**config.mk**
```make
export PLATFORM = sky130hd
export DESIGN_NAME = lsu_mem_master
export DESIGN_NICKNAME = d
export VERILOG_FILES = /design/src/rtl/riscv_pkg.sv /design/src/rtl/lsu_align.sv /design/src/rtl/lsu_mem_master.sv
export SDC_FILE = /design/constraint.sdc
export NUM_CORES = 1
export LEC_CHECK = 0
export BUFFER_PORTS_ARGS = -buffer_cell sky130_fd_sc_hd__buf_2
export CORE_ASPECT_RATIO = 0.5
export CORE_MARGIN = 2
export CORE_UTILIZATION = 47
export CTS_CLUSTER_SIZE = 10
export DETAILED_ROUTE_END_ITERATION = 6
export PLACE_DENSITY = 0.77
export SYNTH_ARGS = -nofsm -noshare
export SYNTH_HDL_FRONTEND = slang
export SYNTH_SLANG_ARGS = --single-unit
```
**constraint.sdc**
```tcl
create_clock -name clk -period 3.8 [get_ports clk]
set_clock_uncertainty 0.1 [all_clocks]
set_input_delay 0.38 -clock clk [delete_from_list [all_inputs] [get_ports clk]]
set_output_delay 0.38 -clock clk [all_outputs]
set_load 0.05 [all_outputs]
```
**src/rtl/riscv_pkg.sv**
```systemverilog
// RV32I load/store encodings, LSU state enum and request legality helper.
// Latency: none (declarations only).
// Backpressure: not applicable.
package riscv_pkg;

  localparam int WORD_BYTES = 4;

  // Load funct3 codes
  localparam logic [2:0] F3_LB  = 3'd0;
  localparam logic [2:0] F3_LH  = 3'd1;
  localparam logic [2:0] F3_LW  = 3'd2;
  localparam logic [2:0] F3_LBU = 3'd4;
  localparam logic [2:0] F3_LHU = 3'd5;

  // Store funct3 codes
  localparam logic [2:0] F3_SB  = 3'd0;
  localparam logic [2:0] F3_SH  = 3'd1;
  localparam logic [2:0] F3_SW  = 3'd2;

  typedef enum logic [2:0] {
    ST_IDLE  = 3'd0,
    ST_READ  = 3'd1,
    ST_MERGE = 3'd2,
    ST_WRITE = 3'd3,
    ST_RESP  = 3'd4,
    ST_ERR   = 3'd5
  } lsu_state_e;

  // Encoding and alignment legality; the address range is checked by the caller.
  function automatic logic lsu_req_ok(input logic we, input logic [2:0] f3,
                                      input logic [1:0] addr_lo);
    logic f3_ok;
    logic align_ok;
    if (we) f3_ok = (f3 == F3_SB) || (f3 == F3_SH) || (f3 == F3_SW);
    else    f3_ok = (f3 == F3_LB) || (f3 == F3_LH) || (f3 == F3_LW) ||
                    (f3 == F3_LBU) || (f3 == F3_LHU);
    case (f3[1:0])
      2'd1:    align_ok = ~addr_lo[0];
      2'd2:    align_ok = (addr_lo == 2'b00);
      default: align_ok = 1'b1;
    endcase
    return f3_ok && align_ok;
  endfunction

endpackage

```
**src/rtl/lsu_align.sv**
```systemverilog
// Lane steering: extracts and extends load data, merges byte/half store data into a word.
// Latency: purely combinational.
// Backpressure: none; outputs follow inputs.
module lsu_align
  import riscv_pkg::*;
(
  input  logic [2:0]  funct3_i,
  input  logic [1:0]  addr_lo_i,
  input  logic [31:0] word_i,
  input  logic [31:0] wdata_i,
  output logic [31:0] load_data_o,
  output logic [31:0] store_word_o
);

  logic [4:0]  byte_sh;
  logic [4:0]  half_sh;
  logic [31:0] byte_lane;
  logic [31:0] half_lane;

  assign byte_sh   = {addr_lo_i, 3'b000};
  assign half_sh   = {addr_lo_i[1], 4'b0000};
  assign byte_lane = word_i >> byte_sh;
  assign half_lane = word_i >> half_sh;

  // Pick the addressed lane and sign/zero extend it to 32 bits.
  always_comb begin
    load_data_o = word_i;
    case (funct3_i)
      F3_LB:   load_data_o = {{24{byte_lane[7]}}, byte_lane[7:0]};
      F3_LH:   load_data_o = {{16{half_lane[15]}}, half_lane[15:0]};
      F3_LBU:  load_data_o = {24'h000000, byte_lane[7:0]};
      F3_LHU:  load_data_o = {16'h0000, half_lane[15:0]};
      default: load_data_o = word_i;
    endcase
  end

  // Replace only the addressed lane of the old word; other lanes pass through.
  always_comb begin
    store_word_o = wdata_i;
    case (funct3_i)
      F3_SB:   store_word_o = (word_i & ~(32'h000000FF << byte_sh)) |
                              ({24'h000000, wdata_i[7:0]} << byte_sh);
      F3_SH:   store_word_o = (word_i & ~(32'h0000FFFF << half_sh)) |
                              ({16'h0000, wdata_i[15:0]} << half_sh);
      default: store_word_o = wdata_i;
    endcase
  end

endmodule

```
**src/rtl/lsu_mem_master.sv**
```systemverilog
// Single-outstanding RV32I load/store initiator to a word-wide, 1-cycle-read data memory.
// Latency: load 2 cycles, SW 1, SB/SH 3 (read-modify-write), error 1, accept to response.
// Backpressure: req_ready_o low from accept until the response cycle completes.
module lsu_mem_master
  import riscv_pkg::*;
#(
  parameter int unsigned MEM_BYTES = 512
) (
  input  logic        clk,
  input  logic        rst,
  input  logic        req_valid_i,
  output logic        req_ready_o,
  input  logic        req_we_i,
  input  logic [2:0]  req_funct3_i,
  input  logic [31:0] req_addr_i,
  input  logic [31:0] req_wdata_i,
  output logic        resp_valid_o,
  output logic [31:0] resp_rdata_o,
  output logic        resp_err_o,
  output logic        mem_re_o,
  output logic        mem_we_o,
  output logic [31:0] mem_addr_o,
  output logic [31:0] mem_wdata_o,
  input  logic [31:0] mem_rdata_i
);

  lsu_state_e  state_q;
  logic        we_q;
  logic [2:0]  funct3_q;
  logic [31:0] addr_q;
  logic [31:0] wdata_q;
  logic        mem_re_q;
  logic        mem_we_q;
  logic [31:0] mem_addr_q;
  logic [31:0] mem_wdata_q;
  logic        resp_valid_q;
  logic        resp_err_q;

  logic [31:0] req_word_addr;
  logic        req_ok;
  logic [31:0] load_data;
  logic [31:0] store_word;

  assign req_word_addr = {req_addr_i[31:2], 2'b00};
  assign req_ok        = lsu_req_ok(req_we_i, req_funct3_i, req_addr_i[1:0]) &&
                         (req_word_addr < 32'(MEM_BYTES));

  // Read data arrives combinationally in RESP/MERGE, so steering works on the live memory word.
  lsu_align u_align (
    .funct3_i     (funct3_q),
    .addr_lo_i    (addr_q[1:0]),
    .word_i       (mem_rdata_i),
    .wdata_i      (wdata_q),
    .load_data_o  (load_data),
    .store_word_o (store_word)
  );

  assign req_ready_o  = (state_q == ST_IDLE);
  assign mem_re_o     = mem_re_q;
  assign mem_we_o     = mem_we_q;
  assign mem_addr_o   = mem_addr_q;
  assign mem_wdata_o  = mem_wdata_q;
  assign resp_valid_o = resp_valid_q;
  assign resp_err_o   = resp_err_q;
  assign resp_rdata_o = (state_q == ST_RESP) ? load_data : 32'h0;

  // Control FSM with request latch; memory/response strobes are one-cycle registered pulses.
  always_ff @(posedge clk or posedge rst) begin
    if (rst) begin
      state_q      <= ST_IDLE;
      we_q         <= 1'b0;
      funct3_q     <= 3'd0;
      addr_q       <= 32'h0;
      wdata_q      <= 32'h0;
      mem_re_q     <= 1'b0;
      mem_we_q     <= 1'b0;
      mem_addr_q   <= 32'h0;
      mem_wdata_q  <= 32'h0;
      resp_valid_q <= 1'b0;
      resp_err_q   <= 1'b0;
    end else begin
      mem_re_q     <= 1'b0;
      mem_we_q     <= 1'b0;
      mem_addr_q   <= 32'h0;
      mem_wdata_q  <= 32'h0;
      resp_valid_q <= 1'b0;
      resp_err_q   <= 1'b0;
      case (state_q)
        ST_IDLE: begin
          if (req_valid_i) begin
            we_q     <= req_we_i;
            funct3_q <= req_funct3_i;
            addr_q   <= req_addr_i;
            wdata_q  <= req_wdata_i;
            if (!req_ok) begin
              state_q      <= ST_ERR;
              resp_valid_q <= 1'b1;
              resp_err_q   <= 1'b1;
            end else if (req_we_i && (req_funct3_i == F3_SW)) begin
              // Full-word store needs no read of the old contents.
              state_q      <= ST_WRITE;
              mem_we_q     <= 1'b1;
              mem_addr_q   <= req_word_addr;
              mem_wdata_q  <= req_wdata_i;
              resp_valid_q <= 1'b1;
            end else begin
              state_q    <= ST_READ;
              mem_re_q   <= 1'b1;
              mem_addr_q <= req_word_addr;
            end
          end
        end
        ST_READ: begin
          if (we_q) begin
            state_q <= ST_MERGE;
          end else begin
            state_q      <= ST_RESP;
            resp_valid_q <= 1'b1;
          end
        end
        ST_MERGE: begin
          state_q      <= ST_WRITE;
          mem_we_q     <= 1'b1;
          mem_addr_q   <= {addr_q[31:2], 2'b00};
          mem_wdata_q  <= store_word;
          resp_valid_q <= 1'b1;
        end
        ST_WRITE, ST_RESP, ST_ERR: state_q <= ST_IDLE;
        default:                   state_q <= ST_IDLE;
      endcase
    end
  end

endmodule

```
==> out/results.md <==
- Setup violations, final: 0
- Hold Slack: -0.01805 ns
- io pins: 204
- WP data required: 3.32 ns
- depth of the most critical reg-to-reg path: 6
- count of hold buffers inserted by post-cts repair: 0
- run status: finished with violations
- Skew-Pair Late Insertion Delay: 0.41 ns
- count of TritonRoute iterations in the first routing pass: 5
- total overflow reported by the global router: 0
- switching power share of the total: 47.29%
- Internal Dissipation: 3.857 mW
- clock buffer depth: 2
- die span in y: 87.52 um
- Routed WL: 19270 um
- Routed wire per std cell: 17.36 um
- wire length of the first global-routing pass: 29490 um
- dpl hpwl: 13760 um
- vias in the first global route: 5709
- arrival time of the worst setup path: 2.79 ns
- min cycle time layout: 3.271 ns
- critical-path maximum fanout: 24
- Seq cells post-synth: 137
- total power draw: 7.316 mW
- site row count: 30
- H-tree depth: 4
- number of clock sinks: 137
- maximum operating frequency: 305.7 MHz
- commonest cells after routing, fill and taps aside: 244 x sky130_fd_sc_hd__nand2_1, 201 x sky130_fd_sc_hd__buf_2, 137 x sky130_fd_sc_hd__dfrtp_1
- failing checks: hold timing
- mapped cell area: 0.006556 mm2
- number of synthesis warnings: 0
- Crit Path Class: flop to output pin
- Max VDD drop: 305.0 uV
- total power density per cell area: 887.4 mW/mm2
- remaining number of nets flagged by the antenna check after routing: 0
- fraction of registers with async set/reset: 100.0%
- terminus of the critical flop-to-flop path: mem_wdata_o[27]$_DFF_PP0_
- total DRC errors in the routed layout: 0
- post-detailed-route via-to-cell ratio: 5.458
- maximum number of pins on one net before global-route repair: 69
- reported max-cap violation count: 0
- Post-synth EDFFs: 0
- initial antenna violation count: 0
- mean post-synth cell area: 9.006 um2
- Total Neg Setup Slack: 0 ns
- number of fill cells: 1186
- DR iter-0 viols: 593
- number of instances resized during post-cts repair: 0
- Slew headroom: 37.35%
- share of layout cells above drive strength 1: 29.85%
- Die Footprint: 0.01497 mm2
- Clock Power Share: 22.4%
- portion of the post-synthesis area used by sequential elements: 52.29%
- count of endpoints failing hold in the final timing report: 10
- pins over their slew limit: 0
- commonest non-fill, non-tap cell in the layout: sky130_fd_sc_hd__nand2_1
- synthesized instance count: 728
- combinational fraction of design power: 46.2%
- # nets final: 1011
- die span in x: 171.0 um
- Primary FF master, synth: sky130_fd_sc_hd__dfrtp_1
- Worst setup EP type: output pin
- reported leakage power: 4.404 nW
- area growth from synthesis to layout: 25.74%
- weighted congestion reported at the end of routability-driven placement: 0.8849
- startpoint of the lowest-slack register-to-register path: funct3_q[0]$_DFFE_PP0P_
- clock tree from TritonCTS: yes
- number of clock buffers inserted by TritonCTS: 17
- starting density of the core: 48.25%
- overall track demand over capacity in global routing: 26.01%
- setup slack of the most critical reg-to-reg path: 1.27 ns
- post-synth cell types: 48
- unrepaired setup endpoints after global routing: false
- Startpoint Class: flop
- Seq pwr share: 31.4%
- Critical Path Start: funct3_q[0]$_DFFE_PP0P_
- clock transition time at the flip-flop clock pins of the worst setup and hold paths: 0.06 ns
- Worst Max-Slew Pin Slew: 0.9397 ns
- Final Cycle Share: 86.08%
- antenna fix cells: 0
- switching power: 3.460 mW
- vias: 6058
- min-delay worst type: primary input to async pin
- Floorplan Core Area: 0.01359 mm2
- number of setup buffers added after CTS: 0
- quantity of I/O buffers inserted on ports: 201
- CTS root buf: sky130_fd_sc_hd__clkbuf_16
[state kept, by name, summed over array words and instances, names as in the netlist]
name          cells
mem_addr_o       30
addr_q           32
resp_err_o        1
mem_wdata_o      32
we_q              1
mem_we_o          1
mem_re_o          1
state_q           3
wdata_q          32
resp_valid_o      1
funct3_q          3
[Yosys cell counts (2+ instances only)]
library cell / n / area [um2]
sky130_fd_sc_hd__o31ai_1: 2 / 15.01
sky130_fd_sc_hd__nor2_1: 14 / 52.55
sky130_fd_sc_hd__nor4_1: 5 / 31.28
sky130_fd_sc_hd__inv_1: 15 / 56.30
sky130_fd_sc_hd__buf_2: 11 / 55.05
sky130_fd_sc_hd__nand3_1: 4 / 20.02
sky130_fd_sc_hd__and2_1: 26 / 162.7
sky130_fd_sc_hd__a21oi_1: 25 / 125.1
sky130_fd_sc_hd__o22ai_1: 20 / 125.1
sky130_fd_sc_hd__dfrtp_1: 137 / 3428
sky130_fd_sc_hd__mux2i_1: 9 / 90.09
sky130_fd_sc_hd__o21ai_1: 10 / 50.05
sky130_fd_sc_hd__o31a_1: 8 / 70.07
sky130_fd_sc_hd__a31oi_1: 8 / 50.05
sky130_fd_sc_hd__nor3_1: 11 / 55.05
sky130_fd_sc_hd__o21bai_1: 9 / 67.56
sky130_fd_sc_hd__buf_4: 2 / 15.01
sky130_fd_sc_hd__nor2b_1: 5 / 31.28
sky130_fd_sc_hd__nand2_1: 245 / 919.6
sky130_fd_sc_hd__buf_6: 3 / 33.78
sky130_fd_sc_hd__and3_1: 9 / 56.30
sky130_fd_sc_hd__buf_1: 6 / 22.52
sky130_fd_sc_hd__a211oi_1: 9 / 67.56
sky130_fd_sc_hd__o21ai_0: 40 / 200.2
sky130_fd_sc_hd__ha_1: 3 / 37.54
sky130_fd_sc_hd__mux2_2: 7 / 78.83
sky130_fd_sc_hd__nand2b_1: 4 / 25.02
sky130_fd_sc_hd__o22ai_2: 3 / 37.54
sky130_fd_sc_hd__nor3b_1: 8 / 60.06
sky130_fd_sc_hd__o221ai_1: 13 / 113.9
sky130_fd_sc_hd__clkbuf_1: 32 / 120.1
sky130_fd_sc_hd__o221a_2: 9 / 101.4
[cell type report]
class	count	area [um2]	share of cell area (%)
Multi-Input combinational cell	523	2834	34.38
Sequential cell	137	3428	41.58
Tap cell	192	240.2	2.914
Timing Repair Buffer	211	1094	13.26
Inverter	15	60.06	0.7285
Clock inverter	13	145.1	1.761
Clock buffer	19	442.9	5.373
[metal layers]
metal	part of all wire (%)	vias up	track usage [%]
li1	-	2838	-
met4	2.3	0	10.63
met1	43	2890	34.41
met3	8.5	36	6.134
met5	0	-	0
met2	47	294	41.97
[worst max-delay path, stage by stage, from the launching register on]
cell and delay [ns]:
sky130_fd_sc_hd__dfrtp_1 0.58, sky130_fd_sc_hd__nand2b_1 0.58, sky130_fd_sc_hd__a21oi_1 0.65, sky130_fd_sc_hd__o221a_2 0.31, sky130_fd_sc_hd__buf_2 0.26
[power by group through the flow]
stage / Clock, mW / Combinational, mW / Sequential, mW
2_1_floorplan: 0 / 2.28 / 2.53
3_3_place_gp: 0 / 3.31 / 2.28
3_5_place_dp: 0 / 3.35 / 2.31
4_1_cts: 1.66 / 3.37 / 2.28
5_1_grt: 1.73 / 3.67 / 2.35
6_report: 1.64 / 3.38 / 2.30
[how the worst max path moves through the flow]
stage	slack (ns)	endpoint
6_report	0.53	resp_rdata_o[6]
5_1_grt	0.37	resp_rdata_o[0]
4_1_cts	0.62	resp_rdata_o[5]
3_5_place_dp	1.02	mem_wdata_o[18]$_DFF_PP0_
3_3_place_gp	1.09	resp_rdata_o[27]
2_1_floorplan	0.99	resp_rdata_o[7]
[per-stage QoR]
step           std cells  util, %  area, um2  setup slack, ns
2_1_floorplan        729        -       6564           0.9925
3_5_place_dp        1078    56.34       7656            1.024
5_1_grt             1110    60.67       8244           0.3747
4_1_cts             1110    60.67       8244           0.6158
3_3_place_gp        1078    56.34       7656            1.085
6_report            1110    60.67       8244           0.5290
[cells by family (layout without fill, tap and decap cells)]
kind of cell             after synthesis  count (layout)  synth area share (%)
AND/OR/NAND/NOR                      339             339                 22.77
AO/OA/AOI/OAI                        162             162                 16.77
flip-flops                           137             137                 52.29
buffers and inverters                 69             258                 4.618
multiplexers                          17              17                 2.920
adder cells (fa/ha/maj)                3               3                0.5726
other                                  1               2               0.05720
No activity file was read; power rests on OpenSTA's default activity.
